**src/rtl/cmp_seq_slice.sv**
```systemverilog
// Multi-cycle magnitude/equality comparator: walks two W-bit operands S bits
// per clock from the MSB end and stops at the first differing slice.
module cmp_seq_slice #(
  parameter int W = 16,
  parameter int S = 4
) (
  input  logic         clk,
  input  logic         reset,
  input  logic         start,
  input  logic         signed_mode,
  input  logic [W-1:0] a,
  input  logic [W-1:0] b,
  output logic         ready,
  output logic         done_tick,
  output logic         eq,
  output logic         gt,
  output logic         lt
);

  localparam int N  = W / S;
  localparam int CW = (N > 1) ? $clog2(N) : 1;

  generate
    if ((S < 1) || ((W % S) != 0)) begin : g_bad_slice_width
      $error("cmp_seq_slice: W must be a positive integer multiple of S");
    end
  endgenerate

  typedef enum logic [1:0] {IDLE, COMP, DONE} state_t;

  state_t         state;
  logic [W-1:0]   a_sh;
  logic [W-1:0]   b_sh;
  logic [CW-1:0]  cnt;
  logic           signed_q;
  logic           first_slice;
  logic [S-1:0]   sl_a;
  logic [S-1:0]   sl_b;

  // Flipping both sign bits on the leading slice maps two's complement onto
  // offset binary, so a plain unsigned slice compare orders signed operands.
  always_comb begin
    first_slice = (cnt == CW'(N - 1));
    sl_a        = a_sh[W-1 -: S];
    sl_b        = b_sh[W-1 -: S];
    if (signed_q && first_slice) begin
      sl_a[S-1] = ~sl_a[S-1];
      sl_b[S-1] = ~sl_b[S-1];
    end
  end

  always_ff @(posedge clk or posedge reset) begin
    if (reset) begin
      state     <= IDLE;
      ready     <= 1'b1;
      done_tick <= 1'b0;
      eq        <= 1'b0;
      gt        <= 1'b0;
      lt        <= 1'b0;
      a_sh      <= '0;
      b_sh      <= '0;
      cnt       <= '0;
      signed_q  <= 1'b0;
    end else begin
      case (state)
        IDLE: begin
          done_tick <= 1'b0;
          if (start) begin
            a_sh     <= a;
            b_sh     <= b;
            signed_q <= signed_mode;
            eq       <= 1'b0;
            gt       <= 1'b0;
            lt       <= 1'b0;
            cnt      <= CW'(N - 1);
            ready    <= 1'b0;
            state    <= COMP;
          end
        end
        COMP: begin
          if (sl_a > sl_b) begin
            gt        <= 1'b1;
            done_tick <= 1'b1;
            state     <= DONE;
          end else if (sl_a < sl_b) begin
            lt        <= 1'b1;
            done_tick <= 1'b1;
            state     <= DONE;
          end else if (cnt == '0) begin
            eq        <= 1'b1;
            done_tick <= 1'b1;
            state     <= DONE;
          end else begin
            a_sh <= a_sh << S;
            b_sh <= b_sh << S;
            cnt  <= cnt - CW'(1);
          end
        end
        DONE: begin
          done_tick <= 1'b0;
          ready     <= 1'b1;
          state     <= IDLE;
        end
        default: begin
          done_tick <= 1'b0;
          ready     <= 1'b1;
          state     <= IDLE;
        end
      endcase
    end
  end

endmodule

```
**config.mk**
```make
export PLATFORM = sky130hd
export DESIGN_NAME = cmp_seq_slice
export DESIGN_NICKNAME = d
export VERILOG_FILES = /design/src/rtl/cmp_seq_slice.sv
export SDC_FILE = /design/constraint.sdc
export NUM_CORES = 1
export LEC_CHECK = 0
export BUFFER_PORTS_ARGS = -buffer_cell sky130_fd_sc_hd__buf_2
export CAP_MARGIN = 10
export CORE_ASPECT_RATIO = 0.9
export CORE_MARGIN = 3
export CORE_UTILIZATION = 58
export DETAILED_ROUTE_END_ITERATION = 10
export GPL_TIMING_DRIVEN = 0
export PLACE_DENSITY = 0.81
export SYNTH_ARGS = -nofsm -noshare
export SYNTH_HDL_FRONTEND = slang
export SYNTH_SLANG_ARGS = --single-unit
```
**constraint.sdc**
```tcl
create_clock -name clk -period 3.45 [get_ports clk]
set_input_delay 0 -clock clk [delete_from_list [all_inputs] [get_ports clk]]
set_output_delay 0 -clock clk [all_outputs]
set_load 0.01 [all_outputs]
```
==> impl_metrics.csv, run 1 <==
group,metric,value,unit
clock_tree,htree_levels,2,
setup_path,path_max_fanout,10,
timing,fmax,415,MHz
floorplan,io_pins,41,
timing,tightest_slew,868,ps
logic_synthesis,seq_area_frac_synth,50.6,%
timing,slew_viol_final,0,
setup_path,critPathRequiredTime,3640,ps
clock_tree,clockBufferDepth,2,
place,dp_slack,1130,ps
setup_path,arrival,2600,ps
layout,multi_input_area,903,um2
min_path,whs_endpoint,"a_sh[12]$_DFFE_PP0P_",
logic_synthesis,synth_fa_ha_area_share,3.01,%
logic_synthesis,yosysUniqueCellTypes,34,
drt,wl_per_cell,15.5,um
logic_synthesis,synth-simple-area-share,24.6,%
place,place_hpwl,3.33,mm
floorplan,num_rows,19,
setup_path,reg2reg_from,"a_sh[14]$_DFFE_PP0P_",
layout,num_antenna_cells,0,
logic_synthesis,synth_top_family_by_area,"simple AND/OR/NAND/NOR gates",
timing,grt_setup_unrepaired,"no",
logic_synthesis,yosysWarnings,0,
min_path,min_from,"a[12]",
place,place_area,2330,um2
drt,remaining_drc_errors,0,
floorplan,dieArea,4340,um2
logic_synthesis,synthArstFlopShare,100,%
timing,fin_crit_sh,69.9,%
setup_path,rrSetupSlack,1040,ps
layout,area_growth_syn_to_layout,30.0,%
clock_tree,cts.sinks,42,
layout,regArea,1050,um2
global_routing,grt.total_usage,26.8,%
timing,fin_crit,2410,ps
timing,setup_tns,0,ps
power_and_ir_drop,p_per_area,811,nW/um2
global_routing,antenna_found_initial,0,
power_and_ir_drop,vdd_drop_max,517,uV
floorplan,die_x,69.1,um
run,cap_viol_max_count,0,
clock_tree,clk_pin_slew,80,ps
timing,setup_viol,0,
timing,slew_headroom,42.0,%
logic_synthesis,syn_area,2080,um2
layout,layout-drive-gt1-share,19.4,%
place,place_congestion,0.835,
clock_tree,clkLatencyLatePin,300,ps
logic_synthesis,postSynthCellCount,228,
logic_synthesis,synth_edf_count,0,
drt,drt-total-wl,5.38,mm
drt,drt-vias-per-instance,5.63,
logic_synthesis,synth_nets,269,
timing,clock_skew,5.84,ps
drt,ant_nets,0,
layout,fill_cells,210,
clock_tree,cts_tree,"done",
global_routing,gr-total-overflow,0,
logic_synthesis,synth_seq_cells,42,
logic_synthesis,synth_ff_type,"dfrtp_1",
logic_synthesis,synth-compound-area-share,14.9,%
floorplan,core,3230,um2
global_routing,grt_pass1_vias,2003,
setup_path,r2r_end,"b_sh[14]$_DFFE_PP0P_",
logic_synthesis,synthMuxAreaShare,0.963,%
power_and_ir_drop,p_leak,0.00121,uW
layout,final_area,2700,um2
logic_synthesis,synth_xor_area_share,0,%
drt,dr.pass1.iters,4,
drt,via_count,1949,
setup_path,cp-start-kind,"flop",
logic_synthesis,avgSynthCellArea,9.12,um2
setup_path,rr_worst_depth,7,
layout,finalNetCount,344,
timing,fin_ws,1040,ps
global_routing,grt_pass1_wl,9.25,mm
min_path,whs_path_depth,3,
min_path,min_path_type,"input pin to flop",
floorplan,die_h,62.8,um
global_routing,grt_max_degree,43,
clock_tree,cts-buffers-inserted,5,
floorplan,initial_core_util,64.3,%
setup_path,crit_path_end_kind,"flop",
timing,hold_viol,0,
place,portBuffers,40,
status,status,"finished, final reports clean",
clock_tree,cts-root-buf,"clkbuf_8",
setup_path,worstSetupPathType,"flop to flop",
drt,first_iter_violations,107,
worst max-delay path, stage by stage (launching register included):
cell and delay, ps:
dfrtp_1 390, ha_1 340, a21oi_1 210, o21a_1 140
clkbuf_1 330, clkbuf_1 480, nor4_1 160, a311oi_1 260
final cells by class:
class                   instances  share of cell area (%)
plain buffers                  19                    3.56
clock buffers                   7                    3.19
clock inverters                 1                   0.185
inverters                       7                   0.972
multi-input cells             160                    33.4
flip-flops and latches         42                    38.9
well taps                      42                    1.94
repair buffers                 68                    17.8
cells by family after synthesis:
logic type	Yosys count
DFF	42
buffers and inverters	26
adders and majority gates	5
muxes	2
and+or+nand+nor	110
AOI/OAI and AO/OA	43
synthesized netlist by cell type (3+ instances only):
library cell / count / share of area, %
inv_1: 7 / 1.3
nor4_1: 24 / 7.2
dfrtp_1: 41 / 49
clkbuf_1: 13 / 2.3
buf_6: 3 / 1.6
nor3_1: 3 / 0.72
o21ai_0: 11 / 2.6
a311oi_1: 3 / 1.3
a211oi_1: 19 / 6.9
nand2_1: 22 / 4.0
nor2_1: 50 / 9.0
ha_1: 5 / 3.0
registers in the layout (all words and copies together), names as in the netlist:
signal	count
gt	1
done_tick	1
state	2
a_sh	16
ready	1
signed_q	1
b_sh	16
lt	1
cnt	2
eq	1
metal layers:
| layer | up-vias | part of all wire [%] | track usage [%] |
|---|---|---|---|
| met1 | 914 | 44 | 35.1 |
| met2 | 66 | 48 | 43.2 |
| met3 | 12 | 5.8 | 5.31 |
| met4 | 0 | 2.2 | 11.7 |
| met5 | - | 0 | 0 |
| li1 | 957 | - | - |
cells in the final DEF, fill, tap and decap left out:
master and instances:
nor2_1 50, buf_2 42, dfrtp_1 41, dlygate4sd3_1 28, nor4_1 24, nand2_1 22
a211oi_1 19, clkbuf_1 14, o21ai_0 11, inv_1 6, clkbuf_8 6, ha_1 5
buf_6 3, nor3_1 3, a311oi_1 3, a21oi_1 2, nand2b_1 2, mux2i_1 2
a211oi_2 2, o21a_1 1, and2_1 1, o2111ai_1 1, nand2b_2 1, or2_0 1
or3_1 1, or2_2 1, o221ai_1 1, nand4b_1 1, nand3b_1 1, and3_1 1
nor2b_1 1, a21bo_2 1, a22o_1 1, a21o_1 1, buf_1 1, inv_2 1
clkinv_2 1, dfstp_2 1
worst max path at each step:
stage | start | end | cells after the start
6_report | a_sh[14]$_DFFE_PP0P_ | b_sh[14]$_DFFE_PP0P_ | 7
5_1_grt | b_sh[14]$_DFFE_PP0P_ | b_sh[3]$_DFFE_PP0P_ | 7
4_1_cts | a_sh[14]$_DFFE_PP0P_ | b_sh[14]$_DFFE_PP0P_ | 7
3_5_place_dp | a_sh[14]$_DFFE_PP0P_ | b_sh[14]$_DFFE_PP0P_ | 7
3_3_place_gp | a_sh[14]$_DFFE_PP0P_ | b_sh[13]$_DFFE_PP0P_ | 7
2_1_floorplan | a_sh[14]$_DFFE_PP0P_ | b_sh[10]$_DFFE_PP0P_ | 8
stage by stage:
step           std cells  total power, uW  utilization (%)  hold slack, ps
2_1_floorplan        228             1540                -             105
3_3_place_gp         310             1780             72.1             191
3_5_place_dp         310             1820             72.1             208
4_1_cts              346             2170             83.6           0.990
5_1_grt              346             2370             83.6            9.64
6_report             346             2190             83.6           0.231
where the power goes:
| part | internal (uW) | switching, uW | total (uW) |
|---|---|---|---|
| combinational | 369 | 634 | 1000 |
| clock | 162 | 170 | 332 |
| sequential | 723 | 134 | 857 |
timing repair:
action | in CTS | in global routing
gates resized for setup | 0 | 0
setup buffers | 0 | 0
hold buffers | 28 | 0
endpoints found under the hold margin | 68 | 0
endpoints found under the setup margin | 0 | 0
Power figures use the tool's default switching activity.
==> run 2: changes to the inputs <==
Settings changed: CORE_UTILIZATION 58 to 49, PLACE_DENSITY 0.81 to 0.73.
Clock period 3.45 ns to 2.14 ns, I/O delays scaled along.
==> impl_metrics.csv, run 2 (same netlist as run 1, synthesis figures left out) <==
group,metric,value,unit
timing,tightest_slew,868,ps
place,place_hpwl,3.37,mm
timing,fin_crit_sh,95.5,%
layout,final_common_cell,"nor2_1",
timing,grt_setup_unrepaired,"no",
timing,fin_crit,2040,ps
layout,fill_cells,312,
drt,drt-total-wl,5.42,mm
timing,slew_headroom,42.1,%
clock_tree,cts-buffers-inserted,5,
timing,hold_viol,0,
drt,drt-vias-per-instance,5.49,
layout,regArea,1050,um2
drt,first_iter_violations,173,
power_and_ir_drop,p_int,2070,uW
power_and_ir_drop,power_frac_seq,38.7,%
layout,final_cells,352,
clock_tree,htree_levels,2,
floorplan,dieArea,5060,um2
power_and_ir_drop,p_comb_share,46.2,%
setup_path,critPathRequiredTime,2340,ps
floorplan,num_rows,21,
drt,dr.pass1.iters,4,
place,portBuffers,40,
timing,slew_viol_final,0,
setup_path,arrival,2250,ps
clock_tree,postCtsSetupBuffers,0,
setup_path,cp-start-kind,"flop",
power_and_ir_drop,power_switching,1490,uW
global_routing,grt.total_usage,23.5,%
layout,reg_top3,"a_sh (16), b_sh (16)",
clock_tree,cts-root-buf,"clkbuf_8",
global_routing,antenna_found_initial,0,
floorplan,die_h,67.8,um
clock_tree,clockBufferDepth,2,
clock_tree,clkLatencyLatePin,300,ps
global_routing,grt_pass1_vias,1877,
place,place_congestion,0.782,
place,placed_cells,314,
floorplan,core,3890,um2
timing,setup_tns,0,ps
timing,clock_skew,3.96,ps
clock_tree,cts.sinks,42,
power_and_ir_drop,p_leak,0.00123,uW
drt,wl_per_cell,15.4,um
place,dp_slack,-113,ps
setup_path,crit_path_end_kind,"flop",
timing,fmax,489,MHz
drt,remaining_drc_errors,0,
timing,setup_viol,0,
run,cap_viol_max_count,0,
floorplan,die_x,74.7,um
setup_path,worstSetupPathType,"flop to flop",
timing,fin_ws,95.9,ps
power_and_ir_drop,p_sw_share,41.9,%
layout,area_growth_syn_to_layout,32.8,%
clock_tree,clk_pin_slew,80,ps
layout,num_antenna_cells,0,
global_routing,gr-total-overflow,0,
drt,ant_nets,0,
floorplan,initial_core_util,53.4,%
layout,layout-drive-gt1-share,21.6,%
power_and_ir_drop,p_per_area,1290,nW/um2
floorplan,io_pins,41,
layout,multi_input_area,926,um2
power_and_ir_drop,p_clk_share,15.0,%
clock_tree,cts_tree,"done",
power_and_ir_drop,vdd_drop_max,756,uV
drt,via_count,1932,
min_path,min_path_type,"input pin to flop",
global_routing,grt_max_degree,43,
layout,finalNetCount,346,
setup_path,path_max_fanout,10,
status,status,"finished, final reports clean",
layout,final_cell_mix,"nor2_1, buf_2, dfrtp_1",
global_routing,grt_pass1_wl,8.81,mm
==> run 2: changes by cell type in the layout (fill, tap and decap cells not counted), moves of 2 or more <==
cell | previous run | this run
clkbuf_2 | 0 | 3
dlygate4sd3_1 | 28 | 31
clkbuf_1 | 14 | 10
a211oi_2 | 2 | 4
a211oi_1 | 19 | 17
==> run 2: power by group through the flow <==
stage / clock network, uW / registers (uW) / logic (uW)
5_1_grt: 577 / 1420 / 1840
2_1_floorplan: 0 / 1350 / 1130
3_3_place_gp: 0 / 1380 / 1490
6_report: 534 / 1380 / 1640
4_1_cts: 531 / 1380 / 1570
3_5_place_dp: 0 / 1390 / 1520
==> run 2: through the flow <==
stage	power, uW	utilization, %	cell area (um2)	hold slack [ps]
3_3_place_gp	2870	60.1	2340	198
2_1_floorplan	2480	-	2080	105
5_1_grt	3840	71.0	2760	20.6
4_1_cts	3470	70.3	2740	5.02
3_5_place_dp	2910	60.1	2340	206
6_report	3560	71.0	2760	10.9
==> run 2: what timing repair did <==
action,CTS,global route
gates resized for setup,1,9
hold endpoints to repair,71,0
setup endpoints to repair,30,29
hold buffers,31,0
==> run 2: critical path, stage by stage, from the launching register on <==
cell and delay, ps:
dfrtp_1 390, ha_1 320, nand2_1 90, o21a_4 240, or3_1 390, buf_6 160, buf_6 140, a211oi_1 220
==> run 2: final timing paths <==
| path | from | endpoint | slack [ps] | depth (start not counted) |
|---|---|---|---|---|
| worst max-delay path | a_sh[14]$_DFFE_PP0P_ | b_sh[11]$_DFFE_PP0P_ | 100 | 7 |
| min in group asynchronous | reset | a_sh[0]$_DFFE_PP0P_ | 430 | 3 |
| worst max register to register | a_sh[14]$_DFFE_PP0P_ | b_sh[11]$_DFFE_PP0P_ | 100 | 7 |
| worst min-delay path | b[9] | b_sh[9]$_DFFE_PP0P_ | 10 | 3 |
| worst min register to register | state[1]$_DFFE_PP0P_ | ready$_DFFE_PP1P_ | 470 | 1 |
| max in group asynchronous | reset | b_sh[6]$_DFFE_PP0P_ | 1170 | 3 |
==> run 2: final cells by class <==
cell class	instances	share of cell area, %
well taps	46	2.09
repair buffers	71	18.5
multi-input cells	160	33.5
flip-flops and latches	42	38.1
inverters	7	0.952
clock inverters	1	0.181
clock buffers	7	3.13
plain buffers	18	3.49
==> run 2: per-layer routing <==
layer | part of all wire, % | track usage [%] | wire length (um) | vias to the layer above
met5 | 0 | 0 | 0 | -
met4 | 2.3 | 9.11 | 122 | 0
met3 | 4.5 | 5.21 | 244 | 14
met2 | 49 | 38.0 | 2640 | 53
met1 | 45 | 30.7 | 2420 | 909
li1 | - | - | - | 956
